`config.mk`:
```
export PLATFORM = sky130hd
export DESIGN_NAME = pulse_timer_flat
export DESIGN_NICKNAME = d
export VERILOG_FILES = /design/src/rtl/pulse_timer_if.sv /design/src/rtl/pulse_timer.sv /design/src/flat_wrapper.sv
export SDC_FILE = /design/constraint.sdc
export NUM_CORES = 1
export LEC_CHECK = 0
export CAP_MARGIN = 25
export CELL_PAD_IN_SITES_DETAIL_PLACEMENT = 1
export CELL_PAD_IN_SITES_GLOBAL_PLACEMENT = 1
export CORE_MARGIN = 2
export CORE_UTILIZATION = 30
export DETAILED_ROUTE_END_ITERATION = 6
export PLACE_DENSITY_LB_ADDON = 0.1
export REMOVE_ABC_BUFFERS = 1
export SLEW_MARGIN = 0
export SYNTH_ARGS = -nofsm -noshare
export SYNTH_HDL_FRONTEND = slang
export SYNTH_SLANG_ARGS = --single-unit
```
`constraint.sdc`:
```
create_clock -name clk -period 7.32 [get_ports clk]
set_clock_uncertainty 0.05 [all_clocks]
set_input_delay 0.732 -clock clk [delete_from_list [all_inputs] [get_ports clk]]
set_output_delay 0.732 -clock clk [all_outputs]
set_load 0.03 [all_outputs]
```
`src/rtl/pulse_timer_if.sv`:
```
// Configuration and status bundle for the pulse timer: frame/window setup in,
// pulse train and handshake strobes out.
interface pulse_timer_if;
    logic        enable;
    logic [31:0] period;
    logic [31:0] condition_lower;
    logic [31:0] condition_upper;
    logic        pulse_out;
    logic        frame_start;
    logic        update_ack;
    logic        busy;
    logic        cfg_error;
    logic [15:0] pulse_count;

    // Drives configuration, observes status
    modport master (
        output enable, period, condition_lower, condition_upper,
        input  pulse_out, frame_start, update_ack, busy, cfg_error, pulse_count
    );

    // The timer itself
    modport slave (
        input  enable, period, condition_lower, condition_upper,
        output pulse_out, frame_start, update_ack, busy, cfg_error, pulse_count
    );
endinterface

```
`src/rtl/pulse_timer.sv`:
```
// Frame-based pulse generator. A free-running counter spans one frame of
// shadow_period cycles; pulse_out is high one cycle after the counter sits
// inside [shadow_lower, shadow_upper). Configuration is double-buffered in
// shadow registers and only swapped at LOAD or at a frame wrap.
module pulse_timer (
    input  logic           clk,
    input  logic           reset,
    pulse_timer_if.slave   bus
);

    localparam int unsigned CNT_W = 32;
    localparam int unsigned PC_W  = 16;

    typedef enum logic [1:0] {
        ST_IDLE = 2'd0,
        ST_LOAD = 2'd1,
        ST_RUN  = 2'd2
    } state_e;

    state_e            state_q, state_d;
    logic [CNT_W-1:0]  count_q, count_d;
    logic [CNT_W-1:0]  shd_period_q, shd_period_d;
    logic [CNT_W-1:0]  shd_lower_q, shd_lower_d;
    logic [CNT_W-1:0]  shd_upper_q, shd_upper_d;
    logic              pulse_q, pulse_d;
    logic              frame_start_q, frame_start_d;
    logic              update_ack_q, update_ack_d;
    logic              busy_q, busy_d;
    logic              cfg_error_q, cfg_error_d;
    logic [PC_W-1:0]   pulse_count_q, pulse_count_d;

    logic              period_ok_c;
    logic              new_cfg_bad_c;
    logic              cfg_changed_c;
    logic              wrap_c;
    logic              in_window_c;

    // Decode helpers on the live inputs and current shadows
    always_comb begin
        period_ok_c   = (bus.period >= CNT_W'(2));
        new_cfg_bad_c = (bus.condition_lower >= bus.condition_upper) ||
                        (bus.condition_lower >= bus.period);
        cfg_changed_c = (bus.period          != shd_period_q) ||
                        (bus.condition_lower != shd_lower_q)  ||
                        (bus.condition_upper != shd_upper_q);
        wrap_c        = (count_q == (shd_period_q - CNT_W'(1)));
        in_window_c   = (shd_lower_q <= count_q) && (count_q < shd_upper_q);
    end

    // Next-state, counter, shadow and output logic
    always_comb begin
        state_d       = state_q;
        count_d       = count_q;
        shd_period_d  = shd_period_q;
        shd_lower_d   = shd_lower_q;
        shd_upper_d   = shd_upper_q;
        update_ack_d  = 1'b0;
        cfg_error_d   = cfg_error_q;

        case (state_q)
            ST_IDLE: begin
                count_d = '0;
                if (bus.enable) begin
                    state_d = ST_LOAD;
                end
            end

            ST_LOAD: begin
                count_d = '0;
                if (!period_ok_c) begin
                    // Unusable frame length: never start running on it
                    state_d     = ST_IDLE;
                    cfg_error_d = 1'b1;
                end else begin
                    shd_period_d = bus.period;
                    shd_lower_d  = bus.condition_lower;
                    shd_upper_d  = bus.condition_upper;
                    update_ack_d = 1'b1;
                    cfg_error_d  = new_cfg_bad_c;
                    state_d      = ST_RUN;
                end
            end

            ST_RUN: begin
                if (!wrap_c) begin
                    count_d = count_q + CNT_W'(1);
                end else begin
                    count_d = '0;
                    if (!bus.enable) begin
                        state_d = ST_IDLE;
                    end else if (!period_ok_c) begin
                        // Keep running on the old shadows, flag the bad request
                        cfg_error_d = 1'b1;
                    end else if (cfg_changed_c) begin
                        shd_period_d = bus.period;
                        shd_lower_d  = bus.condition_lower;
                        shd_upper_d  = bus.condition_upper;
                        update_ack_d = 1'b1;
                        cfg_error_d  = new_cfg_bad_c;
                    end
                end
            end

            default: begin
                state_d = ST_IDLE;
                count_d = '0;
            end
        endcase

        // Pulse is suppressed on the edge that leaves RUN so IDLE is always quiet
        pulse_d       = (state_q == ST_RUN) && (state_d == ST_RUN) && in_window_c;
        frame_start_d = (state_d == ST_RUN) && (count_d == '0);
        busy_d        = (state_d != ST_IDLE);

        pulse_count_d = pulse_count_q;
        if (pulse_d && !pulse_q && (pulse_count_q != {PC_W{1'b1}})) begin
            pulse_count_d = pulse_count_q + PC_W'(1);
        end
    end

    // State and output registers with synchronous reset
    always_ff @(posedge clk) begin
        if (reset) begin
            state_q       <= ST_IDLE;
            count_q       <= '0;
            shd_period_q  <= '0;
            shd_lower_q   <= '0;
            shd_upper_q   <= '0;
            pulse_q       <= 1'b0;
            frame_start_q <= 1'b0;
            update_ack_q  <= 1'b0;
            busy_q        <= 1'b0;
            cfg_error_q   <= 1'b0;
            pulse_count_q <= '0;
        end else begin
            state_q       <= state_d;
            count_q       <= count_d;
            shd_period_q  <= shd_period_d;
            shd_lower_q   <= shd_lower_d;
            shd_upper_q   <= shd_upper_d;
            pulse_q       <= pulse_d;
            frame_start_q <= frame_start_d;
            update_ack_q  <= update_ack_d;
            busy_q        <= busy_d;
            cfg_error_q   <= cfg_error_d;
            pulse_count_q <= pulse_count_d;
        end
    end

    assign bus.pulse_out   = pulse_q;
    assign bus.frame_start = frame_start_q;
    assign bus.update_ack  = update_ack_q;
    assign bus.busy        = busy_q;
    assign bus.cfg_error   = cfg_error_q;
    assign bus.pulse_count = pulse_count_q;

endmodule
```
`src/flat_wrapper.sv`:
```
// flat-port wrapper written by rule: the top's interface ports become plain ports
module pulse_timer_flat 
  (clk, reset, bus_enable, bus_period, bus_condition_lower, bus_condition_upper, bus_pulse_out, bus_frame_start, bus_update_ack, bus_busy, bus_cfg_error, bus_pulse_count);
  pulse_timer_if bus_i ();
  input  logic clk;
  input  logic reset;
  input wire logic [$bits(bus_i.enable)-1:0] bus_enable;
  input wire logic [$bits(bus_i.period)-1:0] bus_period;
  input wire logic [$bits(bus_i.condition_lower)-1:0] bus_condition_lower;
  input wire logic [$bits(bus_i.condition_upper)-1:0] bus_condition_upper;
  output wire logic [$bits(bus_i.pulse_out)-1:0] bus_pulse_out;
  output wire logic [$bits(bus_i.frame_start)-1:0] bus_frame_start;
  output wire logic [$bits(bus_i.update_ack)-1:0] bus_update_ack;
  output wire logic [$bits(bus_i.busy)-1:0] bus_busy;
  output wire logic [$bits(bus_i.cfg_error)-1:0] bus_cfg_error;
  output wire logic [$bits(bus_i.pulse_count)-1:0] bus_pulse_count;
  assign bus_i.enable = bus_enable;
  assign bus_i.period = bus_period;
  assign bus_i.condition_lower = bus_condition_lower;
  assign bus_i.condition_upper = bus_condition_upper;
  assign bus_pulse_out = bus_i.pulse_out;
  assign bus_frame_start = bus_i.frame_start;
  assign bus_update_ack = bus_i.update_ack;
  assign bus_busy = bus_i.busy;
  assign bus_cfg_error = bus_i.cfg_error;
  assign bus_pulse_count = bus_i.pulse_count;
  pulse_timer u_core (.clk(clk), .reset(reset), .bus(bus_i));
endmodule
```
# --- Word level (Yosys, flattened, before mapping) ---
# Index checks and enable logic that the tools add are counted.
totals:
  reg_bits: 151
  inputBits: 99
  output_inout_bits: 21
  elab_cells: 86
op_classes:
  n_addsub: 3
  order_cmp: 5
  eq_ne: 14
  n_mux: 37
  reduce_logical: 16
op_table:
  columns: ["operator", "count"]
  rows:
  - ["$mux 32", 17]
  - ["$pmux 32 s2", 3]
  - ["$ne 32x32->1", 3]
  - ["$ge 32x32->1", 2]
  - ["$add 32x1->32 const B", 1]
  - ["$eq 32x32->1", 1]
  - ["$ge 32x2->1 const B", 1]
  - ["$le 32x32->1", 1]
  - ["$logic_not 32->1", 1]
  - ["$lt 32x32->1", 1]
  - ["$sub 32x1->32 const B", 1]
  - ["$add 16x1->16 const B", 1]
  - ["$ne 16x16->1 const B", 1]
  - ["$mux 1", 10]
  - ["$mux 2", 4]
  - ["$ne 2x1->1 const B", 4]
  - ["$logic_and 1x1->1", 6]
  - ["$pmux 2 s3", 1]
  - ["$reduce_and 6->1", 1]
  - ["$eq 2x2->1 const B", 2]
  - ["$pmux 1 s2", 2]
  - ["$reduce_and 4->1", 1]
  - ["$reduce_bool 2->1", 2]
  - ["$logic_or 1x1->1", 3]
  - ["other kinds (5)", 5]

# --- Longest topological paths before layout ---
# Gate-level depths: netlist of run 1.
depth:
  ltp_word: 9
  ltp_mapped: 17
  depth_no_buf: 12

# --- Least setup slack after synthesis of run 1 ---
# No wires, ideal clock.
synth_timing:
  path_kind: "reg-to-reg"
  start: "register u_core.shd_period_q[16]"
  end: "register u_core.pulse_count_q[13] (netlist: u_core.bus.pulse_count[13])"
  setup_ns: 0.121
  arrival_ns: 3.587
  t_required_ns: 7.149
  path_slack_ns: 3.562
  path_stages_with_launch: 13
  n_path_buf: 2
  synth_period_minus_slack_ns: 3.758
  path_cell_list: "dfxtp_1 -> clkbuf_1 -> or4_1 -> nor4b_1 -> xnor2_1 -> a41oi_1 -> or4_4 -> nor4_4 -> a21oi_2 -> nor4_4 -> buf_6 -> nand3_2 -> mux2_4"
synth_between:
  elab_chain_len: 9
synth_lines:
  columns: ["item", "line", "text"]
  rows:
  - ["from (decl)", "pulse_timer.sv:22", "logic [CNT_W-1:0] shd_period_q, shd_period_d;"]
  - ["from (signal assigned)", "pulse_timer.sv:138", "shd_period_q <= shd_period_d;"]
  - ["$sub 32x1->32", "pulse_timer.sv:46", "wrap_c = (count_q == (shd_period_q - CNT_W'(1)));"]
  - ["$eq 32x32->1", "pulse_timer.sv:46", null]
  - ["$mux 2", "pulse_timer.sv:85", "if (!wrap_c) begin"]
  - ["$pmux 2 s3", "pulse_timer.sv:60", "case (state_q)"]
  - ["$eq 2x2->1", "pulse_timer.sv:111", "pulse_d = (state_q == ST_RUN) && (state_d == ST_RUN) && in_window_c;"]
  - ["$logic_and 1x1->1 (2 in series)", "pulse_timer.sv:111", null]
  - ["$logic_and 1x1->1 (2 in series)", "pulse_timer.sv:116", "if (pulse_d && !pulse_q && (pulse_count_q != {PC_W{1'b1}})) begin"]
  - ["to (signal assigned)", "pulse_timer.sv:146", "pulse_count_q <= pulse_count_d;"]
  - ["to (decl)", "pulse_timer.sv:30", "logic [PC_W-1:0] pulse_count_q, pulse_count_d;"]
# No other way between the ends.
# A chain may end at the register's enable or synchronous reset.

# --- Worst setup path after layout of run 1 ---
layout_timing:
  start: "register u_core.shd_period_q[2]"
  end: "register u_core.shd_period_q[9]"
layout_between:
  elab_chain_len: 5
  elab_cells_between_ends: 8
  classes_between: "1 x add/sub; 4 x eq/ne; 3 x reduce/logical"
layout_lines:
  columns: ["item"]
  rows:
  - ["branches (longest 4 deep; another with $sub 32x1->32)"]
  - ["$reduce_and 6->1 (no line) (*)"]
# Every way passes the cells marked *.

==> results of run 1 <==
==> registers in the layout (all words and copies together) (netlist names) <==
register and count:
u_core.shd_upper_q 32, u_core.count_q 32, u_core.bus.cfg_error 1, u_core.bus.update_ack 1
u_core.shd_lower_q 32, u_core.bus.pulse_count 16, u_core.state_q 2, u_core.bus.busy 1
u_core.bus.pulse_out 1, u_core.shd_period_q 32, u_core.bus.frame_start 1
==> cell families after synthesis <==
logic type / count (synthesis) / share of synthesized area
and+or+nand+nor: 479 / 0.211
DFF: 151 / 0.253
adders and majority gates: 134 / 0.140
AOI/OAI and AO/OA: 190 / 0.108
buffers and inverters: 219 / 0.0737
muxes: 106 / 0.0899
xor gates and xnor gates: 171 / 0.125
==> critical path, stage by stage, from the launching register on <==
cell and delay, ns:
dfxtp_1 0.43, nor4_2 0.62, nand4b_4 0.30, nor2_1 0.34, a41oi_1 0.24, or4_4 0.57, nor4_4 0.39, nand3_1 0.21
a21boi_4 0.19, buf_4 0.54, buf_4 0.31, buf_16 0.35, mux2i_1 0.26, nor2_1 0.06
==> final timing paths <==
| path | start | endpoint | slack [ns] | cells past startpoint |
|---|---|---|---|---|
| setup / recovery | u_core.shd_period_q[2]$_SDFFE_PP0P_ | u_core.shd_period_q[9]$_SDFFE_PP0P_ | 2.22 | 13 |
| hold / removal | u_core.bus.cfg_error$_SDFFE_PP0P_ | u_core.bus.cfg_error$_SDFFE_PP0P_ | 0.42 | 2 |
| setup reg to reg | u_core.shd_period_q[2]$_SDFFE_PP0P_ | u_core.shd_period_q[9]$_SDFFE_PP0P_ | 2.22 | 13 |
| hold reg to reg | u_core.bus.cfg_error$_SDFFE_PP0P_ | u_core.bus.cfg_error$_SDFFE_PP0P_ | 0.42 | 2 |
==> layer usage <==
| layer | vias up | share of wire |
|---|---|---|
| li1 | 5230 | - |
| met1 | 5279 | 0.48 |
| met2 | 179 | 0.47 |
| met3 | 38 | 0.031 |
| met4 | 0 | 0.018 |
| met5 | - | 0 |
==> area by class of cell <==
| class | instances | area, sq um |
|---|---|---|
| clock inverters | 14 | 185 |
| multi-input cells | 1080 | 8080 |
| inverters | 148 | 556 |
| well taps | 525 | 657 |
| repair buffers | 127 | 1270 |
| flip-flops and latches | 151 | 3020 |
| clock buffers | 18 | 439 |
| fillers | 4680 | 25300 |
==> power breakdown <==
part	switching [mW]	internal [mW]
clock network	0.420	0.554
logic	0.761	0.564
registers	0.146	0.904
total	1.33	2.02
==> synthesized netlist by cell type (6+ instances only) <==
library cell,n,share of area
nand3_1,31,0.013
ha_1,134,0.14
a21oi_1,53,0.022
mux2i_1,100,0.084
o21ai_0,27,0.011
a31o_2,7,0.0051
nor3_1,36,0.015
buf_2,9,0.0038
a2111oi_0,7,0.0051
nand2_1,42,0.013
nand4_1,46,0.024
dfxtp_1,151,0.25
inv_1,147,0.046
xnor2_1,110,0.080
or4_1,9,0.0056
clkbuf_1,52,0.016
xor2_1,61,0.045
nor4_1,42,0.022
a21o_1,28,0.018
and4_1,11,0.0080
a31oi_1,7,0.0037
a211oi_1,6,0.0038
nand2b_1,8,0.0042
nor2b_1,15,0.0078
and3_1,15,0.0078
nor4b_1,7,0.0051
nor2_1,182,0.057
==> impl_metrics.env, run 1 <==
export IMPL_status="completed"
export IMPL_clock_sink_count=151
export IMPL_clockRootBuffer="clkbuf_16"
export IMPL_start_util=0.303
export IMPL_gp_routability_congestion=0.840
export IMPL_final_net_count=1758
export IMPL_cts_repair_resized=0
export IMPL_cts_setup_buffers=0
export IMPL_numPortBuffers=119
export IMPL_synthDistinctLibCells=77
export IMPL_clk_pin_slew_worst_paths_ns=0.07
export IMPL_rows=73
export IMPL_hold_class="flop to flop"
export IMPL_grt_met2_usage=0.385
export IMPL_wire_per_inst_um=22.8
export IMPL_final_util=0.359
export IMPL_path_class="flop to flop"
export IMPL_grt_most_used_layer="met2"
export IMPL_finalCriticalPeriod_ns=5.10
export IMPL_drc=0
export IMPL_die_area_sq_um=41500
export IMPL_cap_violations=0
export IMPL_antenna_found_initial=1
export IMPL_critPathArrivalTime_ns=5.37
export IMPL_setup_viol=0
export IMPL_timing_slew_headroom=0.433
export IMPL_use_met1=0.314
export IMPL_yosys_warnings=0
export IMPL_via_per_inst=5.20
export IMPL_syn_to_final_growth_pct=18.7
export IMPL_use_met3=0.0294
export IMPL_p_leak_nw=5.70
export IMPL_total_power_mw=3.35
export IMPL_setup_tns_ns=0
export IMPL_async_reset_ff_frac=0
export IMPL_dp_hpwl_um=38100
export IMPL_coreArea_sq_um=39500
export IMPL_end_kind="flop"
export IMPL_ys_seq_elements=151
export IMPL_synth_edf_count=0
export IMPL_overflow=0
export IMPL_cp_max_fo=55
export IMPL_die_height_um=204
export IMPL_rsz0062_at_grt="no"
export IMPL_dr_total_vias=10700
export IMPL_layout_drive_gt1_share=0.0455
export IMPL_place_ws_ns=1.87
export IMPL_grt_max_degree=61
export IMPL_clock_latency_ns=0.46
export IMPL_diodes=0
export IMPL_dr_pass1_iters=4
export IMPL_dp_cells=2029
export IMPL_clock_fmax_mhz=196
export IMPL_drv_slew=0
export IMPL_ioPinCount=120
export IMPL_grt_pass1_wl_um=70600
export IMPL_netlist_instances=1450
export IMPL_layout_common_cells="nor2_1 (182), dfxtp_1 (151), inv_1 (147), ha_1 (134), clkdlybuf4s50_1 (118)"
export IMPL_fin_ws_ns=2.22
export IMPL_cts_tree="built"
export IMPL_cp_required_ns=7.59
export IMPL_finalHoldViolCount=0
export IMPL_cts_made_buffers=17
export IMPL_grt_pass1_vias=11000
export IMPL_die_w_um=204
export IMPL_fin_cells=2063
export IMPL_synth_area_sq_um=12000
export IMPL_syn_avg_cell_area_sq_um=8.25
export IMPL_whs_ns=0.421
export IMPL_synth_top_flop_cell="dfxtp_1"
export IMPL_cp_start_kind="flop"
export IMPL_ant_nets=0
export IMPL_tightestPinTransition_ns=0.843
export IMPL_cts_hold_buffers=0
export IMPL_ys_seq_area_frac=0.253
export IMPL_grt_util_all_layers=0.232
export IMPL_ir_drop_uv=170
export IMPL_final_area_sq_um=14200
export IMPL_fin_crit_sh=0.697
export IMPL_drtIter0Drc=537
export IMPL_place_area_sq_um=13500
export IMPL_final_common_cell="nor2_1"
export IMPL_htreeDepth=4
export IMPL_p_per_area_nw_per_um2=236
export IMPL_ctsLongestPathBuffers=2
export IMPL_drt_total_wl_um=46900
No activity file was read; power rests on OpenSTA's default activity.
==> inputs of run 2 (changes only) <==
Clock period 7.32 ns to 5.25 ns, I/O delays scaled along.
==> impl_metrics.env, run 2 (synthesis gave the netlist of run 1 again) <==
export IMPL_p_int_mw=2.78
export IMPL_critPathSlowestCell="or3b_2"
export IMPL_grt_util_all_layers=0.228
export IMPL_wire_per_inst_um=22.4
export IMPL_timing_slew_headroom=0.441
export IMPL_syn_to_final_growth_pct=19.1
export IMPL_ctsLongestPathBuffers=2
export IMPL_layout_common_cells="nor2_1 (182), dfxtp_1 (151), inv_1 (147), ha_1 (134), clkdlybuf4s50_1 (118)"
export IMPL_cp_max_fo=41
export IMPL_htreeDepth=4
export IMPL_multi_input_area_sq_um=8080
export IMPL_setup_tns_ns=0
export IMPL_rows=73
export IMPL_cts_setup_buffers=0
export IMPL_clock_latency_ns=0.45
export IMPL_clock_fmax_mhz=225
export IMPL_ioPinCount=120
export IMPL_drv_slew=0
export IMPL_cp_required_ns=5.52
export IMPL_finalHoldViolCount=0
export IMPL_start_util=0.303
export IMPL_fin_cells=2072
export IMPL_final_net_count=1767
export IMPL_tightestPinTransition_ns=0.830
export IMPL_fillerInstances=4666
export IMPL_swShare=0.399
export IMPL_via_per_inst=5.18
export IMPL_dr_total_vias=10700
export IMPL_dp_hpwl_um=37900
export IMPL_cap_violations=0
export IMPL_fin_ws_ns=0.810
export IMPL_ant_nets=0
export IMPL_drt_total_wl_um=46400
export IMPL_grt_pass1_vias=11000
export IMPL_power_frac_clock=0.281
export IMPL_hold_class="flop to flop"
export IMPL_cts_hold_buffers=0
export IMPL_drtIter0Drc=466
export IMPL_cp_start_kind="flop"
export IMPL_regArea_sq_um=3020
export IMPL_dp_cells=2040
export IMPL_grt_pass1_wl_um=69600
export IMPL_fin_crit_sh=0.846
export IMPL_grt_max_degree=52
export IMPL_dr_pass1_iters=4
export IMPL_cts_made_buffers=17
export IMPL_end_kind="flop"
export IMPL_total_power_mw=4.62
export IMPL_diodes=0
export IMPL_finalCriticalPeriod_ns=4.44
export IMPL_place_ws_ns=0.833
export IMPL_crit_start="u_core.shd_period_q[0]$_SDFFE_PP0P_"
export IMPL_cp_cell_sequence="inv_1, ha_1, or3b_2, or3_1, o31a_1, nor3_1, nand4_1, nor4_4, nand3_1, a21boi_4, buf_12, mux2i_1, nor2_1"
export IMPL_clock_sink_count=151
export IMPL_die_area_sq_um=41500
export IMPL_status="completed"
export IMPL_critPathArrivalTime_ns=4.71
export IMPL_ir_drop_uv=254
export IMPL_numPortBuffers=119
export IMPL_cp_endpoint="u_core.shd_upper_q[2]$_SDFFE_PP0P_"
export IMPL_switchingPower_mw=1.84
export IMPL_final_common_cell="nor2_1"
export IMPL_p_leak_nw=5.76
export IMPL_r2r_end="u_core.shd_upper_q[2]$_SDFFE_PP0P_"
export IMPL_setup_viol=0
export IMPL_coreArea_sq_um=39500
export IMPL_p_per_area_nw_per_um2=324
export IMPL_regToRegStartpoint="u_core.shd_period_q[0]$_SDFFE_PP0P_"
export IMPL_die_height_um=204
export IMPL_cts_repair_resized=0
export IMPL_seqPwrFrac=0.314
export IMPL_pwr_share_comb=0.405
export IMPL_whs_ns=0.435
export IMPL_drc=0
export IMPL_path_class="flop to flop"
export IMPL_gp_routability_congestion=0.846
export IMPL_reg2regPathDepth=13
export IMPL_rsz0062_at_grt="no"
export IMPL_slowest_delay_ns=0.58
export IMPL_overflow=0
export IMPL_die_w_um=204
export IMPL_clk_pin_slew_worst_paths_ns=0.08
export IMPL_layout_drive_gt1_share=0.0511
export IMPL_r2r_slack_ns=0.81
export IMPL_clockRootBuffer="clkbuf_16"
export IMPL_antenna_found_initial=0
export IMPL_cts_tree="built"
## run 2: cell types whose count changed in the layout (fill, tap and decap cells not counted), sizes merged
cell      before  now
clkinvlp       5    2
buf            8   18
bufinv         3    2
clkinv         1    6
clkbuf        19   17
## run 2: cell type report
cell class / instances / share of cell area
clock inverters: 15 / 0.0118
flip-flops and latches: 151 / 0.212
inverters: 148 / 0.0390
repair buffers: 136 / 0.0950
clock buffers: 17 / 0.0298
multi-input cells: 1080 / 0.566
well taps: 525 / 0.0461
## run 2: power groups by stage
| stage | clock (mW) | sequential (mW) | combinational, mW |
|---|---|---|---|
| after CTS | 1.34 | 1.44 | 1.88 |
| final | 1.30 | 1.45 | 1.87 |
| after global placement | 0 | 1.47 | 1.85 |
| after detailed placement | 0 | 1.47 | 1.87 |
| after floorplan | 0 | 1.41 | 1.34 |
| after global routing | 1.38 | 1.47 | 2.06 |
## run 2: through the flow
step / cell area [sq um] / util
final: 14300 / 0.360
after global routing: 14300 / 0.360
after CTS: 14300 / 0.360
after detailed placement: 13700 / 0.346
after floorplan: 11600 / -
after global placement: 13700 / 0.346
## run 2: per-layer routing
layer  track usage  routed length, um  vias up
met5             0                  0        -
met3        0.0284               1300       33
met2         0.372              21400      168
met1         0.314              22700     5279
li1              -                  -     5255
met4        0.0652               1070        0
## run 2: critical path: cells and delay by family (launching register included)
family	cells	cell delay, ns
AOI/OAI and AO/OA	2	0.67
adders and majority gates	1	0.43
muxes	1	0.25
DFF	1	0.45
and+or+nand+nor	7	1.96
buffers and inverters	2	0.45
## run 2: how the worst min path moves through the flow
stage,depth (start not counted),startpoint,to
2_1_floorplan,2,u_core.shd_upper_q[21]$_SDFFE_PP0P_,u_core.shd_upper_q[21]$_SDFFE_PP0P_
3_3_place_gp,2,u_core.bus.cfg_error$_SDFFE_PP0P_,u_core.bus.cfg_error$_SDFFE_PP0P_
3_5_place_dp,2,u_core.bus.cfg_error$_SDFFE_PP0P_,u_core.bus.cfg_error$_SDFFE_PP0P_
4_1_cts,2,reset,u_core.shd_period_q[29]$_SDFFE_PP0P_
5_1_grt,2,reset,u_core.shd_period_q[28]$_SDFFE_PP0P_
6_report,2,u_core.bus.cfg_error$_SDFFE_PP0P_,u_core.bus.cfg_error$_SDFFE_PP0P_
==> inputs of run 3 (changes only) <==
Clock period 5.25 ns to 4.6 ns, I/O delays scaled along.
==> impl_metrics.env, run 3 (synthesis gave the netlist of run 1 again) <==
export IMPL_die_height_um=204
export IMPL_drt_total_wl_um=46400
export IMPL_grt_pass1_vias=10900
export IMPL_drc=0
export IMPL_cp_cell_sequence="or4_1, or4_1, mux2i_1, nor4_2, nand4_1, nor4_4, nand3_1, a21boi_4, buf_12, mux2i_1, nor2_1"
export IMPL_final_common_cell="nor2_1"
export IMPL_clock_fmax_mhz=234
export IMPL_slowest_delay_ns=0.72
export IMPL_syn_to_final_growth_pct=20.3
export IMPL_drtIter0Drc=449
export IMPL_ioPinCount=120
export IMPL_setup_tns_ns=0
export IMPL_layout_drive_gt1_share=0.0620
export IMPL_path_class="flop to flop"
export IMPL_critPathSlowestCell="or4_1"
export IMPL_diodes=0
export IMPL_swShare=0.403
export IMPL_dr_total_vias=10800
export IMPL_start_util=0.303
export IMPL_ant_nets=0
export IMPL_reg2regPathDepth=11
export IMPL_seqPwrFrac=0.318
export IMPL_die_area_sq_um=41500
export IMPL_finalHoldViolCount=0
export IMPL_hold_class="primary input to flop"
export IMPL_cts_setup_buffers=0
export IMPL_end_kind="flop"
export IMPL_clock_sink_count=151
export IMPL_power_frac_clock=0.269
export IMPL_final_net_count=1784
export IMPL_critPathArrivalTime_ns=4.53
export IMPL_layout_common_cells="nor2_1 (182), dfxtp_1 (151), inv_1 (147), ha_1 (134), clkdlybuf4s50_1 (118)"
export IMPL_rows=73
export IMPL_min_to="u_core.shd_period_q[30]$_SDFFE_PP0P_"
export IMPL_whs_path_depth=2
export IMPL_cp_start_kind="flop"
export IMPL_regToRegStartpoint="u_core.shd_period_q[2]$_SDFFE_PP0P_"
export IMPL_hp_start="reset"
export IMPL_overflow=0
export IMPL_r2r_slack_ns=0.33
export IMPL_gp_routability_congestion=0.844
export IMPL_timing_slew_headroom=0.441
export IMPL_tightestPinTransition_ns=0.836
export IMPL_clockRootBuffer="clkbuf_16"
export IMPL_status="completed"
export IMPL_grt_max_degree=52
export IMPL_drv_slew=0
export IMPL_multi_input_area_sq_um=8080
export IMPL_setup_viol=0
export IMPL_numPortBuffers=119
export IMPL_switchingPower_mw=2.10
export IMPL_fillerInstances=4681
export IMPL_clk_pin_slew_worst_paths_ns=0.08
export IMPL_fin_crit_sh=0.929
export IMPL_p_per_area_nw_per_um2=362
export IMPL_p_leak_nw=5.83
export IMPL_r2r_end="u_core.shd_upper_q[17]$_SDFFE_PP0P_"
export IMPL_wire_per_inst_um=22.2
export IMPL_place_area_sq_um=13800
export IMPL_ir_drop_uv=284
export IMPL_cts_tree="built"
export IMPL_cap_violations=0
export IMPL_cts_hold_buffers=0
export IMPL_cts_made_buffers=17
export IMPL_rsz0062_at_grt="no"
export IMPL_via_per_inst=5.15
export IMPL_ctsLongestPathBuffers=2
export IMPL_grt_pass1_wl_um=69100
export IMPL_dr_pass1_iters=4
export IMPL_pwr_share_comb=0.413
export IMPL_die_w_um=204
export IMPL_htreeDepth=4
export IMPL_dp_cells=2057
export IMPL_dp_hpwl_um=38100
export IMPL_regArea_sq_um=3020
export IMPL_total_power_mw=5.21
export IMPL_cts_repair_resized=0
export IMPL_clock_latency_ns=0.45
export IMPL_cp_max_fo=42
export IMPL_p_int_mw=3.11
export IMPL_final_area_sq_um=14400
export IMPL_cp_required_ns=4.86
export IMPL_finalCriticalPeriod_ns=4.27
export IMPL_coreArea_sq_um=39500
export IMPL_antenna_found_initial=0
export IMPL_fin_cells=2089
export IMPL_grt_util_all_layers=0.228
## run 3: cell count changes in the layout (fill, tap and decap cells not counted), sizes merged
cell / before / now
buf: 18 / 35
bufinv: 2 / 0
clkbuf: 17 / 18
clkinv: 6 / 4
clkinvlp: 2 / 3
inv: 153 / 155
## run 3: critical path: cells and delay by family, from the launching register on
family	cells	cell delay [ns]
compound gates	1	0.36
buf+inv	1	0.34
flops	1	0.43
mux	2	0.41
simple gates	7	2.50
## run 3: worst max path at each step
stage | from | to | slack [ns] | cells past startpoint
floorplan | u_core.shd_period_q[15]$_SDFFE_PP0P_ | u_core.shd_lower_q[0]$_SDFFE_PP0P_ | -5.23 | 10
global placement | u_core.shd_period_q[2]$_SDFFE_PP0P_ | u_core.shd_upper_q[19]$_SDFFE_PP0P_ | 0.26 | 11
detailed placement | u_core.shd_period_q[2]$_SDFFE_PP0P_ | u_core.shd_upper_q[21]$_SDFFE_PP0P_ | 0.22 | 11
CTS | u_core.shd_period_q[2]$_SDFFE_PP0P_ | u_core.shd_upper_q[21]$_SDFFE_PP0P_ | 0.17 | 11
global route | u_core.shd_period_q[2]$_SDFFE_PP0P_ | u_core.shd_lower_q[27]$_SDFFE_PP0P_ | 0.02 | 11
finish | u_core.shd_period_q[2]$_SDFFE_PP0P_ | u_core.shd_upper_q[17]$_SDFFE_PP0P_ | 0.33 | 11
## run 3: layer usage
layer  vias up  track usage  wire (um)
met2       156        0.374      21600
met4         0       0.0644        996
met1      5291        0.312      22600
li1       5282            -          -
met5         -            0          0
met3        31       0.0284       1210
## run 3: area by class of cell
class | count | area share
Clock buffer | 18 | 0.0305
Clock inverter | 14 | 0.00913
Sequential cell | 151 | 0.210
Multi-Input combinational cell | 1080 | 0.561
Timing Repair Buffer | 153 | 0.105
Inverter | 148 | 0.0386
Tap cell | 525 | 0.0456
## run 3: metrics by stage
step	hold WS, ns	utilization	worst slack, ns
after floorplan	0.410	-	-5.23
after global placement	0.422	0.349	0.260
after detailed placement	0.447	0.349	0.223
after CTS	0.395	0.364	0.173
after global routing	0.407	0.364	0.0215
final	0.410	0.364	0.326
## run 3: power by group through the flow
stage	Combinational [mW]	Sequential, mW	Clock [mW]
final	2.15	1.66	1.40
after global routing	2.36	1.67	1.51
after CTS	2.17	1.65	1.45
after detailed placement	2.16	1.68	0
after global placement	2.13	1.67	0
after floorplan	1.53	1.61	0
